`src/rtl/bridge_pkg.sv`:
```
// Shared types, constants and the nibble-to-ASCII helper for the host bridge transmit path.
package bridge_pkg;

    localparam logic [7:0] ASCII_CR         = 8'h0D;
    localparam logic [7:0] ASCII_LF         = 8'h0A;
    localparam logic [7:0] DEFAULT_PREAMBLE = 8'h44;  // "D"

    typedef enum logic {
        IDLE = 1'b0,
        SEND = 1'b1
    } bridge_tx_state_t;

    // Uppercase hex digit: 0-9 -> "0".."9", 10-15 -> "A".."F".
    function automatic logic [7:0] to_ascii_hex(input logic [3:0] nib);
        if (nib < 4'd10) begin
            return 8'h30 + {4'h0, nib};
        end
        return 8'h41 + {4'h0, nib} - 8'd10;
    endfunction

endpackage

```
`src/rtl/bridge_tx_fifo_sync_fifo.sv`:
```
// Show-ahead synchronous FIFO; a push into a full FIFO is accepted only when a pop happens in the same cycle.
module sync_fifo #(
    parameter int WIDTH = 16,
    parameter int DEPTH = 8
) (
    input  logic                     clk,
    input  logic                     rst,
    input  logic                     push,
    input  logic                     pop,
    input  logic [WIDTH-1:0]         din,
    output logic [WIDTH-1:0]         dout,
    output logic [$clog2(DEPTH):0]   count,
    output logic                     full,
    output logic                     empty
);

    localparam int AW = $clog2(DEPTH);

    logic [WIDTH-1:0] mem_q [DEPTH];
    logic [AW-1:0]    wr_ptr_q, rd_ptr_q;
    logic [AW:0]      count_q, count_d;
    logic             do_push, do_pop;

    assign empty   = (count_q == '0);
    assign full    = (count_q == (AW+1)'(DEPTH));
    assign do_pop  = pop && !empty;
    assign do_push = push && (!full || do_pop);
    assign dout    = mem_q[rd_ptr_q];
    assign count   = count_q;

    // Occupancy follows the net effect of the accepted push and pop.
    always_comb begin
        count_d = count_q;
        if (do_push && !do_pop) begin
            count_d = count_q + 1'b1;
        end else if (!do_push && do_pop) begin
            count_d = count_q - 1'b1;
        end
    end

    // Storage array; contents need no reset because the pointers define validity.
    always_ff @(posedge clk) begin
        if (do_push) begin
            mem_q[wr_ptr_q] <= din;
        end
    end

    // Pointers wrap naturally at the power-of-two depth; count carries the extra full bit.
    always_ff @(posedge clk) begin
        if (rst) begin
            wr_ptr_q <= '0;
            rd_ptr_q <= '0;
            count_q  <= '0;
        end else begin
            if (do_push) wr_ptr_q <= wr_ptr_q + 1'b1;
            if (do_pop)  rd_ptr_q <= rd_ptr_q + 1'b1;
            count_q <= count_d;
        end
    end

endmodule

```
`src/rtl/bridge_tx_fifo.sv`:
```
// Queues bus read responses and serialises each as preamble, hex digits and a line ending toward the UART.
module bridge_tx_fifo
    import bridge_pkg::*;
#(
    parameter int         DATA_WIDTH = 16,
    parameter int         DEPTH      = 8,
    parameter logic [7:0] PREAMBLE   = DEFAULT_PREAMBLE,
    parameter int         LINE_END   = 0
) (
    input  logic                    clk,
    input  logic                    rst,
    input  logic [DATA_WIDTH-1:0]   data_i,
    input  logic                    rw_i,
    input  logic                    valid_i,
    output logic [7:0]              data_o,
    output logic                    start_o,
    input  logic                    done_i,
    output logic [$clog2(DEPTH):0]  fifo_count_o,
    output logic                    overflow_o,
    input  logic                    clear_i
);

    localparam int ND = DATA_WIDTH / 4;
    localparam int NC = 1 + ND + ((LINE_END != 0) ? 1 : 2);
    localparam int IW = $clog2(NC);
    localparam logic [IW-1:0] LAST_IDX = IW'(NC - 1);

    bridge_tx_state_t      state_q, state_d;
    logic [IW-1:0]         idx_q, idx_d;
    logic [DATA_WIDTH-1:0] msg_buf_q, msg_buf_d;
    logic                  overflow_q, overflow_d;

    logic                  push, pop, drop;
    logic [DATA_WIDTH-1:0] fifo_dout;
    logic                  fifo_full, fifo_empty;
    logic [DATA_WIDTH-1:0] shifted;

    assign push = valid_i && !rw_i;

    sync_fifo #(
        .WIDTH (DATA_WIDTH),
        .DEPTH (DEPTH)
    ) u_fifo (
        .clk   (clk),
        .rst   (rst),
        .push  (push),
        .pop   (pop),
        .din   (data_i),
        .dout  (fifo_dout),
        .count (fifo_count_o),
        .full  (fifo_full),
        .empty (fifo_empty)
    );

    // Character presented for the current state and index; digits are taken MSB nibble first.
    always_comb begin
        start_o = 1'b0;
        data_o  = 8'h00;
        shifted = msg_buf_q >> (4 * (ND - int'(idx_q)));
        if (state_q == SEND) begin
            start_o = 1'b1;
            if (idx_q == '0) begin
                data_o = PREAMBLE;
            end else if (idx_q <= IW'(ND)) begin
                data_o = to_ascii_hex(shifted[3:0]);
            end else if (LINE_END != 0 || idx_q == LAST_IDX) begin
                data_o = ASCII_LF;
            end else begin
                data_o = ASCII_CR;
            end
        end
    end

    // Serialiser next state: a finished message chains straight into the next queued one.
    always_comb begin
        state_d   = state_q;
        idx_d     = idx_q;
        msg_buf_d = msg_buf_q;
        pop       = 1'b0;
        case (state_q)
            IDLE: begin
                if (!fifo_empty) begin
                    pop       = 1'b1;
                    msg_buf_d = fifo_dout;
                    idx_d     = '0;
                    state_d   = SEND;
                end
            end
            SEND: begin
                if (done_i) begin
                    if (idx_q != LAST_IDX) begin
                        idx_d = idx_q + 1'b1;
                    end else if (!fifo_empty) begin
                        pop       = 1'b1;
                        msg_buf_d = fifo_dout;
                        idx_d     = '0;
                    end else begin
                        idx_d   = '0;
                        state_d = IDLE;
                    end
                end
            end
            default: state_d = IDLE;
        endcase
    end

    // A response is lost only when the FIFO is full and nothing leaves it this cycle; clear wins.
    always_comb begin
        drop       = push && fifo_full && !pop;
        overflow_d = clear_i ? 1'b0 : (overflow_q || drop);
    end

    assign overflow_o = overflow_q;

    // Serialiser and sticky overflow registers.
    always_ff @(posedge clk) begin
        if (rst) begin
            state_q    <= IDLE;
            idx_q      <= '0;
            msg_buf_q  <= '0;
            overflow_q <= 1'b0;
        end else begin
            state_q    <= state_d;
            idx_q      <= idx_d;
            msg_buf_q  <= msg_buf_d;
            overflow_q <= overflow_d;
        end
    end

endmodule

```
`config.mk`:
```
export PLATFORM = sky130hd
export DESIGN_NAME = bridge_tx_fifo
export DESIGN_NICKNAME = d
export VERILOG_FILES = /design/src/rtl/bridge_pkg.sv /design/src/rtl/bridge_tx_fifo_sync_fifo.sv /design/src/rtl/bridge_tx_fifo.sv
export SDC_FILE = /design/constraint.sdc
export NUM_CORES = 1
export LEC_CHECK = 0
export CORE_UTILIZATION = 30
export DETAILED_ROUTE_END_ITERATION = 7
export HOLD_SLACK_MARGIN = 0.03
export SYNTH_ARGS = -nofsm -noshare
export SYNTH_HDL_FRONTEND = slang
export SYNTH_HIERARCHICAL = 1
export SYNTH_SLANG_ARGS = --single-unit
```
`constraint.sdc`:
```
create_clock -name clk -period 4.9 [get_ports clk]
set_input_delay 0.735 -clock clk [delete_from_list [all_inputs] [get_ports clk]]
set_output_delay 0.735 -clock clk [all_outputs]
set_load 0.01 [all_outputs]
```
==> impl_results.md, run 1 <==
* Maxcap violations at 0
* Vias per inst at 4.85
* Outcome: finished, violations left
* Worst-Margin Slew at 1.17 ns
* Synth cell types at 54
* Final hold vios at 0
* Largest family of logic cells by synthesized area: multiplexers
* Pwr/cell area at 462 nW/um^2
* Dpl cells at 715
* Syn Area/Cell at 16.3 um^2
* Cell chain of the critical path: inv_2, ha_1, mux4_2, nand2b_1, a311oi_1, o21a_1, clkdlybuf4s50_1
* Multiplexer area fraction after synthesis at 15.8%
* Synth Register Bits at 162
* Syn_nets at 449
* Total stage count of the critical path at 7
* TritonCTS clock tree: done
* Failing checks: design-rule violations
* Wire length per cell at 17.1 um
* # hold bufs at CTS at 0
* WP data required at 4.16 ns
* Hold-critical path depth at 2
* Vias at 3626
* CTS clk-pin slew, worst paths at 0.06 ns
* All-Layer GR Usage at 11.7%
* Setup TNS at 0 ns
* Nets@finish at 487
* CTS root buf: clkbuf_16
* Initial antenna violation count at 0
* Largest net degree at the start of global routing at 34
* Cts repair resizes at 0
* Total iterations of the first detailed-routing run at 8
* Inserted Clock Buffers at 17
* Post-Synthesis Cells at 416
* Post-Synth Adder-Cell Area at 2.14%
* Yosys warns at 6
* CTS Sinks at 162
* Synthesis-to-finish area growth at 17.8%
* RSZ-0062 raised after global routing: no
* Core Footprint at 22000 um^2
* Worst Setup End Kind: output pin
* Post-synth top area cell: edfxtp_1
* DRT iter0 DRCs at 229
* Worst R2R Path Depth at 15
* Die Y at 152 um
* Synth Flop Type: edfxtp_1
* Final worst-path cycle share at 81.7%
* Final Max Tran Viols at 0
* Worst-Skew Late Latency at 0.42 ns
* DR DRC count at 2
* Num rows at 54
* Most numerous cell in the Yosys netlist: edfxtp_1
* Final Instance Count excl. Fillers at 747
* Synth Area in XOR/XNOR at 0.903%
* WP buf/inv at 2
* Ratio of cells with drive above 1 in the final layout at 23.1%
* Fin crit period at 4.00 ns
* ANT cells at 0
* Global-route wire length before repair at 20700 um
* I/O pin cnt at 36
* Compound-Gate Fraction of Synth Area at 5.12%
* Synth Area in Simple Gates at 6.63%
* Max Fclk at 250 MHz
* Leak pwr at 2.54 nW
* Vias in the first global route at 3694
* Clk_skew at 0.00803 ns
* Port bufs at 34
* Max-slew headroom at 21.8%
* CP top delay family: buffers and inverters
* Initial core utilization at 30.8%
* Delay of the slowest cell on the worst path at 0.59 ns
* Synthesized area at 6790 um^2
* Die span in x at 152 um
* Fraction of registers with async set/reset at 0%
* Gpl congestion at 0.792
* Worst-path cell with the longest stage delay: dfxtp_1
* DPL Wire Length at 8070 um
* Post-synth top area share at 56.6%
* Top cells by area, synth: edfxtp_1 57%, mux4_2 12%, dfxtp_1 10%, mux2_2 2.8%, nand2_1 2.3%
* Antenna viol nets, final at 0
* Maximum VDD drop at 0.251 mV
* Startpoint Class: flip-flop
* CP arrival at 3.27 ns
* Worst Path Class, Setup: flip-flop to output pin
* Seq/Total Area, Yosys at 66.6%
* Post-CTS setup buffers at 0
* Final WL at 12800 um
* Clk buf depth at 2
* Worst-path fanout max at 9
* Die area at 23200 um^2
* CTS H-Tree Depth at 4
* Gr ovfl total at 0
* HP Class: flip-flop to flip-flop
* Final setup vio count at 0
* Post-synth EDFFs at 128
* Commonest cells in the synthesized netlist: 128 x edfxtp_1, 42 x nand2_1, 36 x mux4_2, 34 x dfxtp_1, 23 x a21oi_1
## routing by layer
metal  wire length, um  share of wire, %  vias up  global-route usage (%)
met5                 0                 0        -                       0
met4                93              0.73        0                    3.46
met1              5880                46     1865                    14.8
li1                  -                 -     1687                       -
met3               434               3.4        7                    3.21
met2              6360                50       67                    19.4
## flip-flops by register name (all words and copies together) (netlist names), named ones only
signal           count
u_fifo/wr_ptr_q      3
idx_q                3
overflow_o           1
u_fifo/mem_q       128
msg_buf_q           16
u_fifo/rd_ptr_q      3
state_q              1
u_fifo/count         4
## cell usage in the layout (no fill, tap or decap), types with 4 or more instances in the layout
cell and instances:
a21oi_1 23, inv_6 5, xnor2_1 4, mux2_2 17, nand2b_1 5, mux4_2 36, dfxtp_1 32, nor2_1 18
clkbuf_16 17, inv_1 9, a31oi_1 5, clkdlybuf4s50_1 34, nor2b_1 4, buf_4 6, ha_1 10, edfxtp_1 128
nand2_1 42, nor3_4 4, nand3_1 4, o21ai_0 4
## path summary, 6_finish.rpt
path / from / to / slack, ns
worst min-delay path: msg_buf_q[3] / msg_buf_q[3] / 0.46
worst max register to register: idx_q[0] / u_fifo/count[3] / 0.94
worst max-delay path: idx_q[0] / data_o[3] / 0.90
worst min register to register: msg_buf_q[3] / msg_buf_q[3] / 0.46
## worst register-to-register path: stages (launching register included)
cell	delay, ns
dfxtp_1	0.59
inv_2	0.17
ha_1	0.25
nand3_1	0.10
a21o_1	0.44
clkinv_1	0.13
buf_4	0.22
o21ai_4	0.35
inv_2	0.11
ha_1	0.22
inv_1	0.14
ha_1	0.29
a21oi_1	0.22
a211oi_1	0.10
a31oi_1	0.17
mux2_2	0.35
## through the flow
step                utilization, %  hold slack [ns]  power, mW  setup WS (ns)  cell area [um^2]
global route                  36.3            0.480       3.88          0.623              8000
finish                        36.3            0.460       3.70          0.898              8000
detailed placement            33.8            0.451       2.50          0.739              7440
global placement              33.8            0.447       2.47          0.842              7440
floorplan                        -            0.433       2.28           1.25              6790
CTS                           36.3            0.459       3.74          0.867              8000
## report_power, final
| group | switching, mW | internal (mW) |
|---|---|---|
| Clock | 0.528 | 0.704 |
| Combinational | 0.361 | 0.384 |
| Sequential | 0.128 | 1.59 |
## cell type report
cell class	count	area [um^2]
clock buffers	18	429
clock inverters	14	128
fillers	2078	14000
inverters	12	45.0
multi-input cells	221	2130
flip-flops and latches	162	4530
well taps	280	350
repair buffers	40	385
## cells by family (layout without fill, tap and decap cells)
| logic type | Yosys count | in the layout |
|---|---|---|
| xor+xnor | 7 | 7 |
| flops | 162 | 162 |
| simple gates | 94 | 94 |
| buf+inv | 33 | 84 |
| mux | 57 | 57 |
| fa+ha+maj | 11 | 11 |
| other cells | 1 | 1 |
| compound gates | 51 | 51 |
No activity file was read; power rests on OpenSTA's default activity.
==> run 2: changes to the inputs <==
==> constraint.sdc (replaced) <==
create_clock -name clk -period 3.4 [get_ports clk]
set_input_delay 0.51 -clock clk [delete_from_list [all_inputs] [get_ports clk]]
set_output_delay 0.51 -clock clk [all_outputs]
set_load 0.01 [all_outputs]
==> impl_results.md, run 2 (synthesized netlist as in run 1, its figures left out) <==
* Initial core utilization at 30.8% (unchanged)
* Core Footprint at 22000 um^2 (unchanged)
* Ratio of cells with drive above 1 in the final layout at 25.1% (was 23.1%)
* CTS clk-pin slew, worst paths at 0.06 ns (about the same)
* Initial antenna violation count at 0 (unchanged)
* Worst Path Class, Setup: flip-flop to output pin (unchanged)
* Worst Setup End Kind: output pin (unchanged)
* Largest net degree at the start of global routing at 34 (unchanged)
* Gr ovfl total at 0 (unchanged)
* Die span in x at 152 um (unchanged)
* # hold bufs at CTS at 0 (unchanged)
* WP buf/inv at 2 (unchanged)
* Worst-path fanout max at 9 (unchanged)
* Max Fclk at 303 MHz
* Synthesis-to-finish area growth at 18.6% (was 17.8%)
* ANT cells at 0 (unchanged)
* Final Max Tran Viols at 0 (unchanged)
* HP Class: flip-flop to flip-flop (unchanged)
* Delay of the slowest cell on the worst path at 0.56 ns (was 0.59 ns)
* Wire length per cell at 17.4 um (was 17.1 um)
* Maximum VDD drop at 0.277 mV (was 0.251 mV)
* Clk buf depth at 2 (unchanged)
* Die Y at 152 um (unchanged)
* Port bufs at 34 (unchanged)
* Hold WS at 0.456 ns (was 0.460 ns)
* Num rows at 54 (unchanged)
* Antenna viol nets, final at 0 (unchanged)
* Setup TNS at 0 ns (unchanged)
* I/O pin cnt at 36 (unchanged)
* WP data required at 2.89 ns (was 4.16 ns)
* Total iterations of the first detailed-routing run at 6 (was 8)
* Worst-Skew Late Latency at 0.42 ns (about the same)
* Commonest non-fill, non-tap cell in the layout: edfxtp_1 (unchanged)
* Clk_skew at 0.00869 ns (was 0.00803 ns)
* CTS root buf: clkbuf_16 (unchanged)
* Max-slew headroom at 40.2% (was 21.8%)
* Global-route wire length before repair at 21200 um (was 20700 um)
* CP top delay family: buffers and inverters (unchanged)
* Most frequent cells in the layout: 128 x edfxtp_1, 42 x nand2_1, 36 x mux4_2 (unchanged)
* All-Layer GR Usage at 12.2% (was 11.7%)
* Leak pwr at 2.58 nW (was 2.54 nW)
* TritonCTS clock tree: done (unchanged)
* Outcome: finished, violations left (unchanged)
* CTS Sinks at 162 (unchanged)
* Nets@finish at 499 (was 487)
* Gpl congestion at 0.850 (was 0.792)
* Vias in the first global route at 3781 (was 3694)
* Final setup vio count at 0 (unchanged)
* Inserted Clock Buffers at 17 (unchanged)
* Pwr/cell area at 651 nW/um^2 (was 462 nW/um^2)
* Vias per inst at 4.77 (was 4.85)
* Worst-Margin Slew at 0.895 ns (was 1.17 ns)
* Worst-path cell with the longest stage delay: clkdlybuf4s50_1 (was dfxtp_1)
* DPL Wire Length at 8140 um (was 8070 um)
* Failing checks: design-rule violations (unchanged)
* Fin crit period at 3.30 ns
* DRT iter0 DRCs at 294 (was 229)
* Most flops, register: u_fifo/mem_q (unchanged)
* Final hold vios at 0 (unchanged)
* DR DRC count at 3 (was 2)
* Cell chain of the critical path: inv_1, ha_4, mux4_2, o2111ai_4, o2111ai_1, a31oi_1, clkdlybuf4s50_1 (was inv_2, ha_1, mux4_2, nand2b_1, a311oi_1, o21a_1, clkdlybuf4s50_1)
* Vias at 3605 (was 3626)
* Final worst-path cycle share at 97.2%
* # fillers at 2067 (was 2078)
* Startpoint Class: flip-flop (unchanged)
* Maxcap violations at 0 (unchanged)
* Max reg flops at 128 (unchanged)
* CTS H-Tree Depth at 4 (unchanged)
* CP arrival at 2.79 ns (was 3.27 ns)
* Die area at 23200 um^2 (unchanged)
* RSZ-0062 raised after global routing: no (unchanged)
* Final WL at 13100 um (was 12800 um)
==> run 2: cell count changes in the layout (fill, tap and decap cells not counted), moves of 3 or more <==
cell	previous run	this run
nor3_2	0	3
inv_6	5	1
buf_4	6	18
nor3_4	4	1
==> run 2: worst min-delay path, delay by kind of cell, from the launching register on <==
family | cells | cell delay (ns)
AOI/OAI and AO/OA | 1 | 0.05
DFF | 1 | 0.30
and+or+nand+nor | 1 | 0.05
==> run 2: final cells by class <==
type,instances,area [um^2],area share [%]
Inverter,12,45.0,0.559
Clock inverter,9,63.8,0.792
Sequential cell,162,4530,56.3
Timing Repair Buffer,52,475,5.90
Multi-Input combinational cell,221,2150,26.8
Clock buffer,19,433,5.38
Tap cell,280,350,4.35
==> run 2: report_power, final <==
group	total [mW]	switching, mW	internal [mW]
combinational	1.21	0.613	0.594
sequential	2.40	0.108	2.29
clock	1.64	0.726	0.914
total	5.25	1.45	3.80
==> run 2: final timing paths <==
check                                      from              end  slack, ns  cells past startpoint
worst max register to register  u_fifo/count[2]  u_fifo/count[3]       0.36                     12
worst min register to register    msg_buf_q[15]    msg_buf_q[15]       0.46                      2
worst max-delay path                   idx_q[1]        data_o[1]        0.1                      7
worst min-delay path              msg_buf_q[15]    msg_buf_q[15]       0.46                      2
==> run 2: routing by layer <==
metal | vias up | global-route usage (%) | share of wire [%]
met1 | 1824 | 16.0 | 47
met4 | 0 | 4.95 | 1.0
met5 | - | 0 | 0
li1 | 1710 | - | -
met2 | 57 | 19.0 | 49
met3 | 14 | 3.38 | 3.5
==> run 2: metrics by stage <==
stage / utilization, % / instances / setup WS (ns) / cell area [um^2] / power, mW
floorplan: - / 416 / 0.0247 / 6800 / 3.28
global route: 36.6 / 755 / 0.00944 / 8050 / 5.51
finish: 36.6 / 755 / 0.0958 / 8050 / 5.25
global placement: 34.1 / 726 / 0.234 / 7510 / 3.60
detailed placement: 34.1 / 726 / 0.150 / 7510 / 3.63
CTS: 36.5 / 755 / 0.0319 / 8040 / 5.30
==> run 2: repair_timing <==
action                     4_1_cts  5_1_grt
buffers inserted                 1        0
pin swaps                        0        0
resized for setup                4        3
setup endpoints to repair        6        3
==> run 3: changes to the inputs <==
--- a/config.mk
+++ b/config.mk
@@ -12,3 +12,4 @@
 export SYNTH_HDL_FRONTEND = slang
 export SYNTH_HIERARCHICAL = 1
 export SYNTH_SLANG_ARGS = --single-unit
+export TNS_END_PERCENT = 20
==> results of run 3 <==
No change in the layout: final DEF, timing and power equal those of run 2.
